<file path="src/rtl/traceback_engine_pkg.sv">
// Shared types for the traceback engine: pointer codes, op encodings, FSM states, decode.
// Pure declarations; no timing of its own.
// No flow control; consumers own their handshakes.
package traceback_engine_pkg;

  localparam int B     = 4;
  localparam int L     = 8;
  localparam int DEPTH = 2 * L;
  localparam int AW    = $clog2(DEPTH);
  localparam int LW    = $clog2(B);
  localparam int CW    = 3 * B;

  // Relative-position codes written by the PE array, one per lane per row
  localparam logic [2:0] POS_STOP    = 3'b000;
  localparam logic [2:0] POS_TOP_UL  = 3'b001;
  localparam logic [2:0] POS_LEFT    = 3'b010;
  localparam logic [2:0] POS_DIAG_DL = 3'b011;
  localparam logic [2:0] POS_DIAG    = 3'b100;
  localparam logic [2:0] POS_TOP     = 3'b101;
  localparam logic [2:0] POS_LEFT_UL = 3'b110;
  localparam logic [2:0] POS_INV     = 3'b111;

  // Alignment operations emitted downstream
  localparam logic [1:0] OP_NONE = 2'b00;
  localparam logic [1:0] OP_TOP  = 2'b01;
  localparam logic [1:0] OP_LEFT = 2'b10;
  localparam logic [1:0] OP_DIAG = 2'b11;

  // Two's-complement deltas, one bit wider than the row/lane indices
  localparam logic [AW:0] ROW_M1  = '1;
  localparam logic [AW:0] ROW_M2  = {{AW{1'b1}}, 1'b0};
  localparam logic [LW:0] LANE_M1 = '1;
  localparam logic [LW:0] LANE_0  = '0;
  localparam logic [LW:0] LANE_P1 = {{LW{1'b0}}, 1'b1};

  typedef enum logic [1:0] {S_IDLE, S_READ, S_EMIT, S_FIN} state_t;

  typedef struct packed {
    logic [1:0]  op;
    logic [AW:0] drow;
    logic [LW:0] dlane;
  } dec_t;

  // Map a pointer code to its op and the (row, lane) step back to the predecessor
  function automatic dec_t decode(input logic [2:0] code);
    dec_t d;
    d.op    = OP_NONE;
    d.drow  = '0;
    d.dlane = '0;
    case (code)
      POS_TOP_UL:  begin d.op = OP_TOP;  d.drow = ROW_M1; d.dlane = LANE_M1; end
      POS_LEFT:    begin d.op = OP_LEFT; d.drow = ROW_M1; d.dlane = LANE_0;  end
      POS_DIAG_DL: begin d.op = OP_DIAG; d.drow = ROW_M2; d.dlane = LANE_M1; end
      POS_DIAG:    begin d.op = OP_DIAG; d.drow = ROW_M2; d.dlane = LANE_0;  end
      POS_TOP:     begin d.op = OP_TOP;  d.drow = ROW_M1; d.dlane = LANE_0;  end
      POS_LEFT_UL: begin d.op = OP_LEFT; d.drow = ROW_M1; d.dlane = LANE_P1; end
      default:     ;
    endcase
    return d;
  endfunction

endpackage

</file>
<file path="src/rtl/traceback_engine_if.sv">
// Row-write, walk-command and op-stream signals of the traceback engine.
// Wires only; no latency.
// Op stream uses op_valid/op_ready; writes and starts are fire-and-forget.
interface traceback_engine_if;
  import traceback_engine_pkg::*;

  logic          wr_en;
  logic [AW-1:0] wr_addr;
  logic [CW-1:0] wr_data;
  logic          start;
  logic [AW-1:0] start_row;
  logic [LW-1:0] start_lane;
  logic          busy;
  logic          op_valid;
  logic          op_ready;
  logic [1:0]    op;
  logic [AW-1:0] op_row;
  logic [LW-1:0] op_lane;
  logic          done;
  logic          err;

  // Producer/consumer side: writes rows, starts walks, accepts ops
  modport master (
    output wr_en, wr_addr, wr_data, start, start_row, start_lane, op_ready,
    input  busy, op_valid, op, op_row, op_lane, done, err
  );

  // Engine side
  modport slave (
    input  wr_en, wr_addr, wr_data, start, start_row, start_lane, op_ready,
    output busy, op_valid, op, op_row, op_lane, done, err
  );

endinterface

</file>
<file path="src/rtl/traceback_engine_ram.sv">
// Traceback pointer store: DEPTH rows of 3*B bits, one write port, one sync read port.
// Read data appears one cycle after i_rd_en; same-address write is forwarded (write-first).
// No backpressure; read data holds while i_rd_en is low.
module traceback_engine_ram
  import traceback_engine_pkg::*;
(
  input  logic          clk,
  input  logic          i_wr_en,
  input  logic [AW-1:0] i_wr_addr,
  input  logic [CW-1:0] i_wr_data,
  input  logic          i_rd_en,
  input  logic [AW-1:0] i_rd_addr,
  output logic [CW-1:0] o_rd_data
);

  logic [CW-1:0] r_mem [DEPTH];
  logic [CW-1:0] r_rd_data;

  // Write port and registered read with write-first forwarding; contents survive reset
  always_ff @(posedge clk) begin
    if (i_wr_en) begin
      r_mem[i_wr_addr] <= i_wr_data;
    end
    if (i_rd_en) begin
      r_rd_data <= (i_wr_en && (i_wr_addr == i_rd_addr)) ? i_wr_data : r_mem[i_rd_addr];
    end
  end

  assign o_rd_data = r_rd_data;

endmodule

</file>
<file path="src/rtl/traceback_engine.sv">
// Stores PE-array pointer rows and walks them backward from (row, lane), emitting one op per step.
// start -> first op_valid 2 cycles; handshake -> next op_valid 2 cycles; stop/invalid/range end -> done 1 cycle.
// op_valid holds op/op_row/op_lane stable until op_ready; writes and starts are dropped while busy.
module traceback_engine
  import traceback_engine_pkg::*;
(
  input  logic               clk,
  input  logic               reset,
  traceback_engine_if.slave  eng_if
);

  state_t        r_state;
  logic [AW-1:0] r_cur_row;
  logic [LW-1:0] r_cur_lane;
  logic [AW:0]   r_step;
  logic          r_busy;
  logic          r_op_valid;
  logic [1:0]    r_op;
  logic          r_done;
  logic          r_err;

  logic [CW-1:0] w_rd_data;
  logic [2:0]    w_code;
  dec_t          w_dec;
  logic [AW:0]   w_nrow;
  logic [LW:0]   w_nlane;
  logic [AW:0]   w_nstep;
  logic          w_hs;
  logic          w_walk_err;
  logic          w_wr_en;
  logic          w_rd_en;
  logic [AW-1:0] w_rd_addr;

  // The read data register holds between reads, so the current cell's code
  // stays decodable through the whole EMIT stall.
  assign w_code  = w_rd_data[3*r_cur_lane +: 3];
  assign w_dec   = decode(w_code);

  // Signed next-cell arithmetic; with B a power of two the sign bit alone
  // flags a lane outside [0, B-1] (lane B wraps to a negative value).
  assign w_nrow  = $signed({1'b0, r_cur_row}) + $signed(w_dec.drow);
  assign w_nlane = $signed({1'b0, r_cur_lane}) + $signed(w_dec.dlane);
  assign w_nstep = r_step + 1'b1;

  assign w_hs       = r_op_valid & eng_if.op_ready;
  assign w_walk_err = w_nrow[AW] | w_nlane[LW] | (w_nstep == (AW+1)'(DEPTH));

  // Reads are launched on the cycle that enters READ so the code is ready there
  assign w_wr_en   = eng_if.wr_en & (r_state == S_IDLE);
  assign w_rd_en   = ((r_state == S_IDLE) & eng_if.start) | (w_hs & ~w_walk_err);
  assign w_rd_addr = (r_state == S_IDLE) ? eng_if.start_row : w_nrow[AW-1:0];

  traceback_engine_ram u_ram (
    .clk       (clk),
    .i_wr_en   (w_wr_en),
    .i_wr_addr (eng_if.wr_addr),
    .i_wr_data (eng_if.wr_data),
    .i_rd_en   (w_rd_en),
    .i_rd_addr (w_rd_addr),
    .o_rd_data (w_rd_data)
  );

  // Walk controller with registered outputs; reset aborts a walk without a done pulse
  always_ff @(posedge clk or posedge reset) begin
    if (reset) begin
      r_state    <= S_IDLE;
      r_cur_row  <= '0;
      r_cur_lane <= '0;
      r_step     <= '0;
      r_busy     <= 1'b0;
      r_op_valid <= 1'b0;
      r_op       <= OP_NONE;
      r_done     <= 1'b0;
      r_err      <= 1'b0;
    end else begin
      r_done <= 1'b0;
      case (r_state)
        S_IDLE: begin
          if (eng_if.start) begin
            r_cur_row  <= eng_if.start_row;
            r_cur_lane <= eng_if.start_lane;
            r_step     <= '0;
            r_err      <= 1'b0;
            r_busy     <= 1'b1;
            r_state    <= S_READ;
          end
        end
        S_READ: begin
          if (w_code == POS_STOP || w_code == POS_INV) begin
            r_err   <= (w_code == POS_INV);
            r_busy  <= 1'b0;
            r_done  <= 1'b1;
            r_state <= S_FIN;
          end else begin
            r_op       <= w_dec.op;
            r_op_valid <= 1'b1;
            r_state    <= S_EMIT;
          end
        end
        S_EMIT: begin
          if (w_hs) begin
            r_op_valid <= 1'b0;
            r_step     <= w_nstep;
            if (w_walk_err) begin
              r_err   <= 1'b1;
              r_busy  <= 1'b0;
              r_done  <= 1'b1;
              r_state <= S_FIN;
            end else begin
              r_cur_row  <= w_nrow[AW-1:0];
              r_cur_lane <= w_nlane[LW-1:0];
              r_state    <= S_READ;
            end
          end
        end
        S_FIN: begin
          r_state <= S_IDLE;
        end
        default: begin
          r_state <= S_IDLE;
        end
      endcase
    end
  end

  assign eng_if.busy     = r_busy;
  assign eng_if.op_valid = r_op_valid;
  assign eng_if.op       = r_op;
  assign eng_if.op_row   = r_cur_row;
  assign eng_if.op_lane  = r_cur_lane;
  assign eng_if.done     = r_done;
  assign eng_if.err      = r_err;

endmodule

</file>
<file path="src/flat_wrapper.sv">
// flat-port wrapper written by rule: the top's interface ports become plain ports
module traceback_engine_flat import traceback_engine_pkg::*;
  (clk, reset, eng_if_wr_en, eng_if_wr_addr, eng_if_wr_data, eng_if_start, eng_if_start_row, eng_if_start_lane, eng_if_op_ready, eng_if_busy, eng_if_op_valid, eng_if_op, eng_if_op_row, eng_if_op_lane, eng_if_done, eng_if_err);
  traceback_engine_if eng_if_i ();
  input  logic clk;
  input  logic reset;
  input wire logic [$bits(eng_if_i.wr_en)-1:0] eng_if_wr_en;
  input wire logic [$bits(eng_if_i.wr_addr)-1:0] eng_if_wr_addr;
  input wire logic [$bits(eng_if_i.wr_data)-1:0] eng_if_wr_data;
  input wire logic [$bits(eng_if_i.start)-1:0] eng_if_start;
  input wire logic [$bits(eng_if_i.start_row)-1:0] eng_if_start_row;
  input wire logic [$bits(eng_if_i.start_lane)-1:0] eng_if_start_lane;
  input wire logic [$bits(eng_if_i.op_ready)-1:0] eng_if_op_ready;
  output wire logic [$bits(eng_if_i.busy)-1:0] eng_if_busy;
  output wire logic [$bits(eng_if_i.op_valid)-1:0] eng_if_op_valid;
  output wire logic [$bits(eng_if_i.op)-1:0] eng_if_op;
  output wire logic [$bits(eng_if_i.op_row)-1:0] eng_if_op_row;
  output wire logic [$bits(eng_if_i.op_lane)-1:0] eng_if_op_lane;
  output wire logic [$bits(eng_if_i.done)-1:0] eng_if_done;
  output wire logic [$bits(eng_if_i.err)-1:0] eng_if_err;
  assign eng_if_i.wr_en = eng_if_wr_en;
  assign eng_if_i.wr_addr = eng_if_wr_addr;
  assign eng_if_i.wr_data = eng_if_wr_data;
  assign eng_if_i.start = eng_if_start;
  assign eng_if_i.start_row = eng_if_start_row;
  assign eng_if_i.start_lane = eng_if_start_lane;
  assign eng_if_i.op_ready = eng_if_op_ready;
  assign eng_if_busy = eng_if_i.busy;
  assign eng_if_op_valid = eng_if_i.op_valid;
  assign eng_if_op = eng_if_i.op;
  assign eng_if_op_row = eng_if_i.op_row;
  assign eng_if_op_lane = eng_if_i.op_lane;
  assign eng_if_done = eng_if_i.done;
  assign eng_if_err = eng_if_i.err;
  traceback_engine u_core (.clk(clk), .reset(reset), .eng_if(eng_if_i));
endmodule
</file>
<file path="config.mk">
export PLATFORM = sky130hd
export DESIGN_NAME = traceback_engine_flat
export DESIGN_NICKNAME = d
export VERILOG_FILES = /design/src/rtl/traceback_engine_pkg.sv /design/src/rtl/traceback_engine_if.sv /design/src/rtl/traceback_engine_ram.sv /design/src/rtl/traceback_engine.sv /design/src/flat_wrapper.sv
export SDC_FILE = /design/constraint.sdc
export NUM_CORES = 1
export LEC_CHECK = 0
export ABC_AREA = 1
export BUFFER_PORTS_ARGS = -buffer_cell sky130_fd_sc_hd__buf_4
export CORE_ASPECT_RATIO = 0.8
export CORE_UTILIZATION = 35
export CTS_CLUSTER_DIAMETER = 150
export DETAILED_ROUTE_END_ITERATION = 8
export HOLD_SLACK_MARGIN = 0.03
export SYNTH_ARGS = -nofsm -noshare
export SYNTH_HDL_FRONTEND = slang
export SYNTH_SLANG_ARGS = --single-unit
</file>
<file path="constraint.sdc">
create_clock -name clk -period 9.1 [get_ports clk]
set_clock_uncertainty 0.05 [all_clocks]
set_input_delay 1.365 -clock clk [delete_from_list [all_inputs] [get_ports clk]]
set_output_delay 1.365 -clock clk [all_outputs]
set_load 0.005 [all_outputs]
</file>
==> flow_summary.ini <==
[worst_hold_path]
min_path_type = flop to flop

[global_routing]
grt_max_degree = 68
antenna_found_initial = 0
grt_pass1_vias = 6258
grt_overflow_total = 0
track_usage = 0.165
grt_first_pass_wirelength_um = 36100

[timing]
slew_headroom = 0.234
grt_setup_unrepaired = false
slew_viol_final = 0
setup_viol = 0
period_minus_slack_ps = 5190
worst_slew_pin_slew_ps = 1150
hold_viol_final = 0
setup_tns_ps = 0
period_share = 0.570
max_freq_mhz = 193

[setup_path]
end_kind = flop
crit_chain = inv_2 -> nand2_1 -> a32oi_1 -> inv_1 -> ha_1 -> nor2_1 -> nand3_1 -> inv_1 -> fa_1 -> o21ai_4 -> buf_4 -> inv_2 -> buf_4 -> nand2_1 -> o2111ai_1 -> nor3_2 -> nand2_1 -> nand2_1 -> nand2_1
startpoint_type = flop
crit_path_max_fanout = 50
worst_path_max_delay_cell = nor3_2
slowest_delay_ps = 550
cpMostUsedCell = nand2_1
cp_data_arrival_time_ps = 5400
crit_type = flop to flop
worstPathRequired_ps = 9310

[clock_network]
cts_buffers = 23
cts_tree = done
ctsHoldBuffers = 0
cts_setup_buffers = 0
htreeDepth = 1
insertion_delay_ps = 530
cts_sinks = 223
cts-root-buf = clkbuf_16
clock_path_buffers = 3
cts.clk_slew.worst_paths_ps = 60
cts_resized = 0

[floorplan]
initial_core_util = 0.357
die_h_um = 151
die_area_mm2 = 0.0286
row_count = 54
core_area_mm2 = 0.0274
io_pins = 39
die-width_um = 189

[placed_design]
gp_congestion = 0.866
hpwl_um = 14200
portBuffers = 38

[drt]
vias_per_cell = 5.00
drc_errors = 0
avgRoutedWirePerCell_um = 17.8
drt-total-wl_um = 23500
drt-pass1-iter-count = 5
vias = 6608
ant_nets = 0
detailedRoute.firstIterationViolations = 718

[synth]
syn_nets = 946
synth_common_cells = nand2_1, edfxtp_1, nor2_1
synth-seq-cells = 223
yosys.area.top_type_share = 0.627
netlist_area_mm2 = 0.00976
ys_types = 36
ys_seq_area_frac = 0.676
ys_warn_count = 0
synth.area.top_cells = edfxtp_1, nand2_1, dfrtp_1
synth_edf_count = 204
yosys.area.top_type = edfxtp_1
async_flop_share = 0.0852
synth_ff_type = edfxtp_1
synth_most_common_cell = nand2_1
syn_inst = 903
syn_avg_cell_area_um2 = 10.8

[cells_and_area]
antennaDiodeCount = 0
drive_gt1_frac = 0.113
fillers = 2624
syn_to_final_growth_pct = 14.5
fin_nets = 985

[run_status]
status = finished clean

[job]
maxCapViolCount = 0
[metal layers]
layer / up-vias / track usage / wire (um)
met4: 0 / 0.0427 / 498
li1: 3216 / - / -
met5: - / 0 / 0
met3: 38 / 0.0241 / 1180
met2: 185 / 0.263 / 10500
met1: 3169 / 0.237 / 11400
[layout by cell type, fill, tap and decap left out, drive strengths merged]
master   synthesis  routed
nand3           36      36
bufinv           0       2
o2111ai          1       1
nand4            2       2
a211oi           1       1
o211ai           1       1
nor2           122     122
nand2          228     228
ha              14      14
mux2i            1       1
dfrtp           19      19
o41ai            1       1
o21bai           1       1
a32oi            2       2
a21oi           16      16
o22ai           37      37
clkinv           0      11
nor3             1       1
buf             22      57
o21ai          115     115
clkbuf          21      26
nand3b           2       2
or2              1       1
edfxtp         204     204
xor2             5       5
inv             47      48
a21boi           1       1
fa               2       2
[cell families after synthesis]
logic type               share of synthesized area
flip-flops                                   0.676
buffers and inverters                       0.0392
multiplexers                               0.00103
AND/OR/NAND/NOR                              0.159
AO/OA/AOI/OAI                               0.0983
XOR/XNOR                                   0.00449
adder cells (fa/ha/maj)                     0.0220
[path summary, 6_finish.rpt]
kind / end / from / slack, ps / cells past startpoint
min reg2reg: u_core.eng_if.busy / u_core.eng_if.busy / 440 / 2
max in group asynchronous: u_core.eng_if.op_lane[1] / reset / 7610 / 2
min in group asynchronous: u_core.r_state[1] / reset / 930 / 2
max reg2reg: u_core.u_ram.o_rd_data[6] / u_core.eng_if.op_lane[0] / 3910 / 19
min: u_core.eng_if.busy / u_core.eng_if.busy / 440 / 2
max: u_core.u_ram.o_rd_data[6] / u_core.eng_if.op_lane[0] / 3910 / 19
[critical path, delay by kind of cell, from the launching register on]
family | cells | cell delay [ps]
AOI/OAI and AO/OA | 3 | 570
and+or+nand+nor | 8 | 1780
buffers and inverters | 6 | 1260
adders and majority gates | 2 | 680
DFF | 1 | 500
[state kept, by name (all words and copies together), names as in the netlist]
register	flops
u_core.eng_if.busy	1
u_core.eng_if.done	1
u_core.eng_if.err	1
u_core.eng_if.op	2
u_core.eng_if.op_lane	2
u_core.eng_if.op_row	4
u_core.eng_if.op_valid	1
u_core.r_state	2
u_core.r_step	5
u_core.u_ram.o_rd_data	12
u_core.u_ram.r_mem	192
[area by class of cell]
cell class / count / area, um2 / share of cell area
clock buffers: 26 / 587 / 0.0525
clock inverters: 14 / 131 / 0.0118
inverters: 47 / 176 / 0.0158
multi-input cells: 590 / 2800 / 0.250
flip-flops and latches: 223 / 6600 / 0.590
well taps: 364 / 455 / 0.0407
repair buffers: 57 / 428 / 0.0383
[metrics by stage]
stage	setup slack (ps)	cell area [um2]	hold slack, ps	cells	utilization
after floorplan	5600	9760	415	903	-
after global placement	4220	10500	408	1281	0.382
after detailed placement	4010	10500	420	1281	0.382
after CTS	3970	11200	435	1321	0.409
after global routing	3350	11200	452	1321	0.409
final	3910	11200	435	1321	0.409
Power is left out: the tool's default activity adds up to more than one toggle a clock period on the data nets, which glitch-free logic cannot reach.
